--- config.mk ---
export PLATFORM = sky130hd
export DESIGN_NAME = path_delay_sequencer
export DESIGN_NICKNAME = d
export VERILOG_FILES = /design/src/rtl/path_delay_sequencer.sv
export SDC_FILE = /design/constraint.sdc
export NUM_CORES = 1
export LEC_CHECK = 0
export CORE_ASPECT_RATIO = 0.8
export CORE_MARGIN = 2
export CORE_UTILIZATION = 35
export DETAILED_ROUTE_END_ITERATION = 8
export PLACE_DENSITY = 0.57
export SETUP_SLACK_MARGIN = 0.2
export SLEW_MARGIN = 20
export SYNTH_ARGS = -nofsm -noshare
export SYNTH_HDL_FRONTEND = slang
export SYNTH_SLANG_ARGS = --single-unit
--- constraint.sdc ---
create_clock -name clk -period 2.09 [get_ports clk]
set_input_delay 0.418 -clock clk [delete_from_list [all_inputs] [get_ports clk]]
set_output_delay 0.418 -clock clk [all_outputs]
set_load 0.005 [all_outputs]
--- src/rtl/path_delay_sequencer.sv ---
// Measures one selectable delay path by repeated alternating-polarity launches and cycle counting.
// Define PATH_MINMAX_EN to also report the smallest and largest sample count per measurement.
module path_delay_sequencer #(
  parameter int NUM_PATHS    = 4,
  parameter int CNT_W        = 12,
  parameter int SAMPLES_LOG2 = 3,
  parameter int SETTLE_CYC   = 16,
  parameter int TIMEOUT      = 4095,
  parameter bit PATH_INV     = 1'b0,
  localparam int PSEL_W      = (NUM_PATHS > 1) ? $clog2(NUM_PATHS) : 1,
  localparam int SUM_W       = CNT_W + SAMPLES_LOG2
) (
  input  logic              clk,
  input  logic              rst,
  input  logic              start,
  input  logic [PSEL_W-1:0] path_sel_in,
  output logic              busy,
  output logic [PSEL_W-1:0] path_sel_out,
  output logic              launch,
  input  logic              path_out,
  output logic              res_valid,
  input  logic              res_ready,
  output logic [SUM_W-1:0]  res_sum,
  output logic [PSEL_W-1:0] res_path,
  output logic              res_timeout
`ifdef PATH_MINMAX_EN
  ,
  output logic [CNT_W-1:0]  res_min,
  output logic [CNT_W-1:0]  res_max
`endif
);

  localparam int IDX_W = (SAMPLES_LOG2 > 0) ? SAMPLES_LOG2 : 1;
  localparam int SET_W = $clog2(SETTLE_CYC + 1);
  localparam logic [IDX_W-1:0] LAST_IDX    = IDX_W'((1 << SAMPLES_LOG2) - 1);
  localparam logic [SET_W-1:0] SETTLE_LAST = SET_W'(SETTLE_CYC - 1);
  localparam logic [CNT_W-1:0] TIMEOUT_C   = CNT_W'(TIMEOUT);

  typedef enum logic [2:0] {
    S_IDLE, S_SETTLE, S_LAUNCH, S_WAIT, S_RECORD, S_DONE
  } state_t;

  state_t            state_q;
  logic              syncMeta_q, syncOut_q;
  logic              launch_q, busy_q, armed_q, timedOut_q;
  logic [PSEL_W-1:0] pathSel_q;
  logic [SET_W-1:0]  settle_q;
  logic [CNT_W-1:0]  cnt_q;
  logic [IDX_W-1:0]  idx_q;
  logic [SUM_W-1:0]  sum_q, sum_d;
  logic              resValid_q, resTimeout_q;
  logic [SUM_W-1:0]  resSum_q;
  logic [PSEL_W-1:0] resPath_q;
  logic              target, arrived;
`ifdef PATH_MINMAX_EN
  logic [CNT_W-1:0]  min_q, max_q, min_d, max_d, resMin_q, resMax_q;

  assign min_d   = (cnt_q < min_q) ? cnt_q : min_q;
  assign max_d   = (cnt_q > max_q) ? cnt_q : max_q;
  assign res_min = resMin_q;
  assign res_max = resMax_q;
`endif

  assign sum_d  = sum_q + SUM_W'(cnt_q);
  assign target = launch_q ^ PATH_INV;
  // The path must first be seen at its pre-launch level, so a stuck output times out instead of
  // matching instantly on every other sample.
  assign arrived = armed_q && (syncOut_q == target);

  assign busy         = busy_q;
  assign path_sel_out = pathSel_q;
  assign launch       = launch_q;
  assign res_valid    = resValid_q;
  assign res_sum      = resSum_q;
  assign res_path     = resPath_q;
  assign res_timeout  = resTimeout_q;

  always_ff @(posedge clk) begin
    if (rst) begin
      state_q      <= S_IDLE;
      syncMeta_q   <= 1'b0;
      syncOut_q    <= 1'b0;
      launch_q     <= 1'b0;
      busy_q       <= 1'b0;
      armed_q      <= 1'b0;
      timedOut_q   <= 1'b0;
      pathSel_q    <= '0;
      settle_q     <= '0;
      cnt_q        <= '0;
      idx_q        <= '0;
      sum_q        <= '0;
      resValid_q   <= 1'b0;
      resTimeout_q <= 1'b0;
      resSum_q     <= '0;
      resPath_q    <= '0;
`ifdef PATH_MINMAX_EN
      min_q        <= '0;
      max_q        <= '0;
      resMin_q     <= '0;
      resMax_q     <= '0;
`endif
    end else begin
      syncMeta_q <= path_out;
      syncOut_q  <= syncMeta_q;
      case (state_q)
        S_IDLE: begin
          if (start && !resValid_q) begin
            pathSel_q  <= path_sel_in;
            sum_q      <= '0;
            idx_q      <= '0;
            timedOut_q <= 1'b0;
            settle_q   <= '0;
            busy_q     <= 1'b1;
`ifdef PATH_MINMAX_EN
            min_q      <= '1;
            max_q      <= '0;
`endif
            state_q    <= S_SETTLE;
          end
        end
        S_SETTLE: begin
          if (settle_q == SETTLE_LAST) state_q <= S_LAUNCH;
          else settle_q <= settle_q + SET_W'(1);
        end
        S_LAUNCH: begin
          launch_q <= ~launch_q;
          cnt_q    <= '0;
          armed_q  <= 1'b0;
          state_q  <= S_WAIT;
        end
        S_WAIT: begin
          if (arrived) begin
            state_q <= S_RECORD;
          end else if (cnt_q == TIMEOUT_C) begin
            timedOut_q <= 1'b1;
            state_q    <= S_RECORD;
          end else begin
            cnt_q <= cnt_q + CNT_W'(1);
            if (syncOut_q != target) armed_q <= 1'b1;
          end
        end
        S_RECORD: begin
          sum_q    <= sum_d;
          idx_q    <= idx_q + IDX_W'(1);
          settle_q <= '0;
`ifdef PATH_MINMAX_EN
          min_q    <= min_d;
          max_q    <= max_d;
`endif
          if (idx_q == LAST_IDX) begin
            resValid_q   <= 1'b1;
            resSum_q     <= sum_d;
            resPath_q    <= pathSel_q;
            resTimeout_q <= timedOut_q;
`ifdef PATH_MINMAX_EN
            resMin_q     <= min_d;
            resMax_q     <= max_d;
`endif
            state_q      <= S_DONE;
          end else begin
            state_q <= S_SETTLE;
          end
        end
        S_DONE: begin
          if (res_ready) begin
            resValid_q <= 1'b0;
            busy_q     <= 1'b0;
            state_q    <= S_IDLE;
          end
        end
        default: state_q <= S_IDLE;
      endcase
    end
  end

endmodule
==> report_table.html, run 1 <==
<table>
<tr><th>Metric</th><th>Value</th></tr>
<tr><th colspan="2">Status</th></tr>
<tr><td>Result of the run</td><td>finished clean</td></tr>
<tr><th colspan="2">Floorplanning</th></tr>
<tr><td>Number of top-level pins</td><td>30</td></tr>
<tr><td>Die ar.</td><td>11210 um2</td></tr>
<tr><td>Effective utilization at floorplan</td><td>35.76%</td></tr>
<tr><td># rows</td><td>33</td></tr>
<tr><td>Area of the core</td><td>just over 10000 um2</td></tr>
<tr><td>Floorplan die width</td><td>between 100 and 150 um</td></tr>
<tr><td>Vertical extent of the die</td><td>around 95 um</td></tr>
<tr><th colspan="2">Logic synthesis</th></tr>
<tr><td>Top_reg_cell synth</td><td>dfxtp_1</td></tr>
<tr><td>FF+latch count, synth</td><td>65</td></tr>
<tr><td>Post-Syn Area per Cell</td><td>about 8.1 um2</td></tr>
<tr><td>Top-count cell post-synth</td><td>dfxtp_1</td></tr>
<tr><td>Top cell type's share of synthesized area</td><td>35.83%</td></tr>
<tr><td>Number of flops mapped to enable cells by yosys</td><td>0</td></tr>
<tr><td>Mapped cell area</td><td>3632 um2</td></tr>
<tr><td>Xor and xnor area share after synthesis</td><td>between 2 and 2.5%</td></tr>
<tr><td>Multiplexer share of the synthesized area</td><td>1.929%</td></tr>
<tr><td>Fraction of the mapped netlist area in simple logic gates</td><td>26.11%</td></tr>
<tr><td>Number of cells produced by synthesis</td><td>447</td></tr>
<tr><td>Commonest cells post-synth</td><td>dfxtp_1 (65), nand2_1 (52), a21oi_1 (45), nor2_1 (34), nand3_1 (20)</td></tr>
<tr><td>Combinational family with the most area after synthesis</td><td>simple AND/OR/NAND/NOR gates</td></tr>
<tr><td>Total of warnings raised by yosys</td><td>0</td></tr>
<tr><td>Proportion of synthesized chip area in sequential cells</td><td>35.83%</td></tr>
<tr><td>Unique cell type count in the Yosys netlist</td><td>62</td></tr>
<tr><td>Share of synthesized registers carrying an async set or reset</td><td>0%</td></tr>
<tr><td>Synth Area in Compound Gates</td><td>23.05%</td></tr>
<tr><td>Fraction of the mapped netlist area in adder cells</td><td>~6.4%</td></tr>
<tr><td>Main area contributors after synthesis</td><td>dfxtp_1 (36%), a21oi_1 (6.2%), ha_1 (5.9%)</td></tr>
<tr><td>Post-synth net total</td><td>472</td></tr>
<tr><td>Biggest area consumer among synthesized cells</td><td>dfxtp_1</td></tr>
<tr><th colspan="2">Clocking</th></tr>
<tr><td>Hold-fix buffers at CTS</td><td>0</td></tr>
<tr><td>CTS H-Tree Depth</td><td>3</td></tr>
<tr><td>CTS clk-pin slew, worst paths</td><td>60 ps</td></tr>
<tr><td>Number of buffers added by the clock tree synthesis step</td><td>9</td></tr>
<tr><td>Clk Tree Root Cell</td><td>clkbuf_16</td></tr>
<tr><td>Clock tree buffer depth</td><td>2</td></tr>
<tr><td>Clock tree from TritonCTS</td><td>yes</td></tr>
<tr><td>Worst skew pair latency</td><td>330 ps</td></tr>
<tr><td>Count of clock tree sinks</td><td>65</td></tr>
<tr><th colspan="2">Timing</th></tr>
<tr><td>Pin slew with the least headroom to its limit</td><td>~440 ps</td></tr>
<tr><td>Number of slew-limit violations in the final report</td><td>0</td></tr>
<tr><td>Setup total negative slack</td><td>0 ps</td></tr>
<tr><td>Final clock skew</td><td>between 6 and 7 ps</td></tr>
<tr><td>Final min period</td><td>2065 ps</td></tr>
<tr><td>Worst Setup Slack, final</td><td>24.87 ps</td></tr>
<tr><td>Highest clock rate</td><td>between 400 and 500 MHz</td></tr>
<tr><td>RSZ-0062 raised after global routing</td><td>yes</td></tr>
<tr><td>Final hold violation count</td><td>0</td></tr>
<tr><td>Relative slew slack</td><td>a little over two thirds</td></tr>
<tr><td>Number of setup violations in the final report</td><td>0</td></tr>
<tr><td>Post-route clock period utilization</td><td>98.81%</td></tr>
<tr><th colspan="2">Critical path</th></tr>
<tr><td>Crit path DAT</td><td>2300 ps</td></tr>
<tr><td>Critical Path RT</td><td>2330 ps</td></tr>
<tr><td>Critical Path Sink Type</td><td>flip-flop</td></tr>
<tr><td>Largest driver fanout on the critical path</td><td>4</td></tr>
<tr><td>Nature of the critical path startpoint</td><td>flip-flop</td></tr>
<tr><td>Kind of critical path</td><td>flip-flop to flip-flop</td></tr>
<tr><th colspan="2">Route</th></tr>
<tr><td>Routed length per instance</td><td>15.83 um</td></tr>
<tr><td>DRC errors left</td><td>0</td></tr>
<tr><td>Initial DRC count</td><td>184</td></tr>
<tr><td>Vias per Instance</td><td>5.547</td></tr>
<tr><td>Routed Antenna Nets</td><td>0</td></tr>
<tr><td>Routed length on met2</td><td>4586 um</td></tr>
<tr><td>Detailed-routed wire length on met3</td><td>451 um</td></tr>
<tr><td>Wire length reported by the detailed router</td><td>10380 um</td></tr>
<tr><td>Total via count in the routed design</td><td>3639</td></tr>
<tr><td>Initial DRT Pass Iterations</td><td>5</td></tr>
<tr><td>Highest routing layer actually used</td><td>met4</td></tr>
<tr><td>Routed length on met1</td><td>5068 um</td></tr>
<tr><th colspan="2">Pwr</th></tr>
<tr><td>Relative contribution of the clock network to total power</td><td>48.1%</td></tr>
<tr><td>Portion of total power attributed to combinational logic</td><td>9.7%</td></tr>
<tr><td>Internal</td><td>about 2.3 mW</td></tr>
<tr><td>P_sw</td><td>0.7277 mW</td></tr>
<tr><td>Part of the power in registers</td><td>between 40 and 50%</td></tr>
<tr><td>Largest voltage drop on the vdd net</td><td>0.3990 mV</td></tr>
<tr><td>Static leakage power</td><td>1.842 nW</td></tr>
<tr><td>Areal power density over the cells</td><td>604.5 nW/um2</td></tr>
<tr><td>Sw frac</td><td>23.93%</td></tr>
<tr><th colspan="2">Cells and area</th></tr>
<tr><td>Fraction of layout instances using a drive strength above 1</td><td>25.78%</td></tr>
<tr><td>Finished Layout Cells</td><td>656</td></tr>
<tr><td>Layout Nets</td><td>between 500 and 600</td></tr>
<tr><td>Area grow syn2layout</td><td>38.51%</td></tr>
<tr><td>Inserted Diodes</td><td>0</td></tr>
<tr><th colspan="2">Placed design</th></tr>
<tr><td>Placed wire-length estimate after detailed placement</td><td>7296 um</td></tr>
<tr><td>IO buf count</td><td>29</td></tr>
<tr><td>Worst slack at placement</td><td>between 30 and 40 ps</td></tr>
<tr><td>Dpl cells</td><td>628</td></tr>
<tr><td>RePlAce Congestion</td><td>0.8602</td></tr>
<tr><th colspan="2">GRT</th></tr>
<tr><td>Overall routing resource usage</td><td>a little under a fifth</td></tr>
<tr><td>Pin count of the biggest net entering global routing</td><td>23</td></tr>
<tr><td>Via count of the first global-routing pass</td><td>~3400</td></tr>
<tr><td>Remaining global-route overflow</td><td>0</td></tr>
<tr><td>First-pass GRT wire length</td><td>17090 um</td></tr>
<tr><td>Initial antenna violation count</td><td>0</td></tr>
<tr><th colspan="2">Min path</th></tr>
<tr><td>Worst hold path type</td><td>flip-flop to flip-flop</td></tr>
<tr><th colspan="2">Run</th></tr>
<tr><td>Maximum Capacitance Violations</td><td>0</td></tr>
</table>
==> placed cells by master, fill, tap and decap left out, types with 7 or more instances in the layout <==
master | synthesis | routed
clkdlybuf4s50_1 | 0 | 28
nand3_1 | 20 | 18
nand4_1 | 11 | 11
or3_1 | 7 | 7
nand2_1 | 52 | 52
xnor2_1 | 8 | 7
ha_4 | 0 | 10
and3_1 | 11 | 10
or4_1 | 8 | 7
clkbuf_16 | 0 | 9
a21oi_1 | 45 | 41
mux2i_1 | 7 | 7
nor2_1 | 34 | 33
a21o_1 | 8 | 7
buf_4 | 0 | 46
nor2b_1 | 8 | 7
dfxtp_2 | 0 | 9
dfxtp_1 | 65 | 51
a31oi_1 | 9 | 7
inv_1 | 10 | 9
nor3_1 | 7 | 7
o21ai_0 | 13 | 13
o31ai_1 | 7 | 7
==> final timing paths <==
check,from,end,slack (ps),depth (start not counted)
worst max register to register,cnt_q[0],res_sum[10],20,8
worst max-delay path,cnt_q[0],res_sum[10],20,8
worst min-delay path,syncMeta_q,syncOut_q,440,1
worst min register to register,syncMeta_q,syncOut_q,440,1
==> repair_timing <==
item                                    4_1_cts  5_1_grt
pin swaps                                     8       13
buffers inserted                              8        4
endpoints found under the setup margin       15       31
gates resized for setup                      21       29
==> through the flow <==
stage	total power, mW	cell area, um2	util (%)	hold slack (ps)
2_1_floorplan	1.476	3729	-	413.8
4_1_cts	3.058	4862	47.87	436.4
6_report	3.041	5031	49.53	437.2
5_1_grt	3.167	5031	49.53	471.3
3_5_place_dp	1.585	4380	43.13	423.7
3_3_place_gp	1.582	4380	43.13	416.5
==> layer usage <==
metal,vias to the layer above,global-route usage (%)
li1,1779,-
met1,1751,26.27
met2,86,30.04
met3,23,3.708
met4,0,7.329
met5,-,0
==> logic make-up (layout without fill, tap and decap cells) <==
logic type / count (synthesis) / count (layout)
AO/OA/AOI/OAI: 127 / 127
XOR/XNOR: 10 / 10
adder cells (fa/ha/maj): 18 / 18
buffers and inverters: 36 / 105
flip-flops: 65 / 65
multiplexers: 7 / 7
AND/OR/NAND/NOR: 184 / 184
==> flip-flops by register name (all words and copies together), names as in the netlist, 2 cells and up <==
| register | cells |
|---|---|
| path_sel_out | 2 |
| res_sum | 15 |
| res_path | 2 |
| idx_q | 3 |
| state_q | 3 |
| sum_q | 15 |
| cnt_q | 12 |
| settle_q | 5 |
==> worst max-delay path, stage by stage (launching register included) <==
cell      delay [ps]
dfxtp_4          360
ha_4             130
inv_2             40
fa_2             390
nor2b_4          160
o21ai_4           90
a311o_1          310
a2111o_1         400
o311ai_2          90
==> power groups by stage <==
stage / logic, mW / registers [mW] / clock network, mW
4_1_cts: 0.279 / 1.29 / 1.49
2_1_floorplan: 0.166 / 1.31 / 0
5_1_grt: 0.324 / 1.29 / 1.56
3_3_place_gp: 0.271 / 1.31 / 0
6_report: 0.294 / 1.28 / 1.46
3_5_place_dp: 0.272 / 1.31 / 0
==> area by class of cell <==
| cell class | instances | area [um2] |
|---|---|---|
| timing repair buffer | 79 | 693.2 |
| clock buffer | 14 | 284.0 |
| tap | 140 | 175.2 |
| sequential | 65 | 1331 |
| clock inverter | 2 | 10.01 |
| multi-input combinational | 346 | 2500 |
| fill | 994 | 5126 |
| inverter | 10 | 37.54 |
(Power assumes the default switching activity.)
==> run 2: changes to the inputs <==
CTS_CLUSTER_DIAMETER = 80   (was not set)
==> results of run 2 <==
Final layout, timing and power as in run 1 (identical DEF).
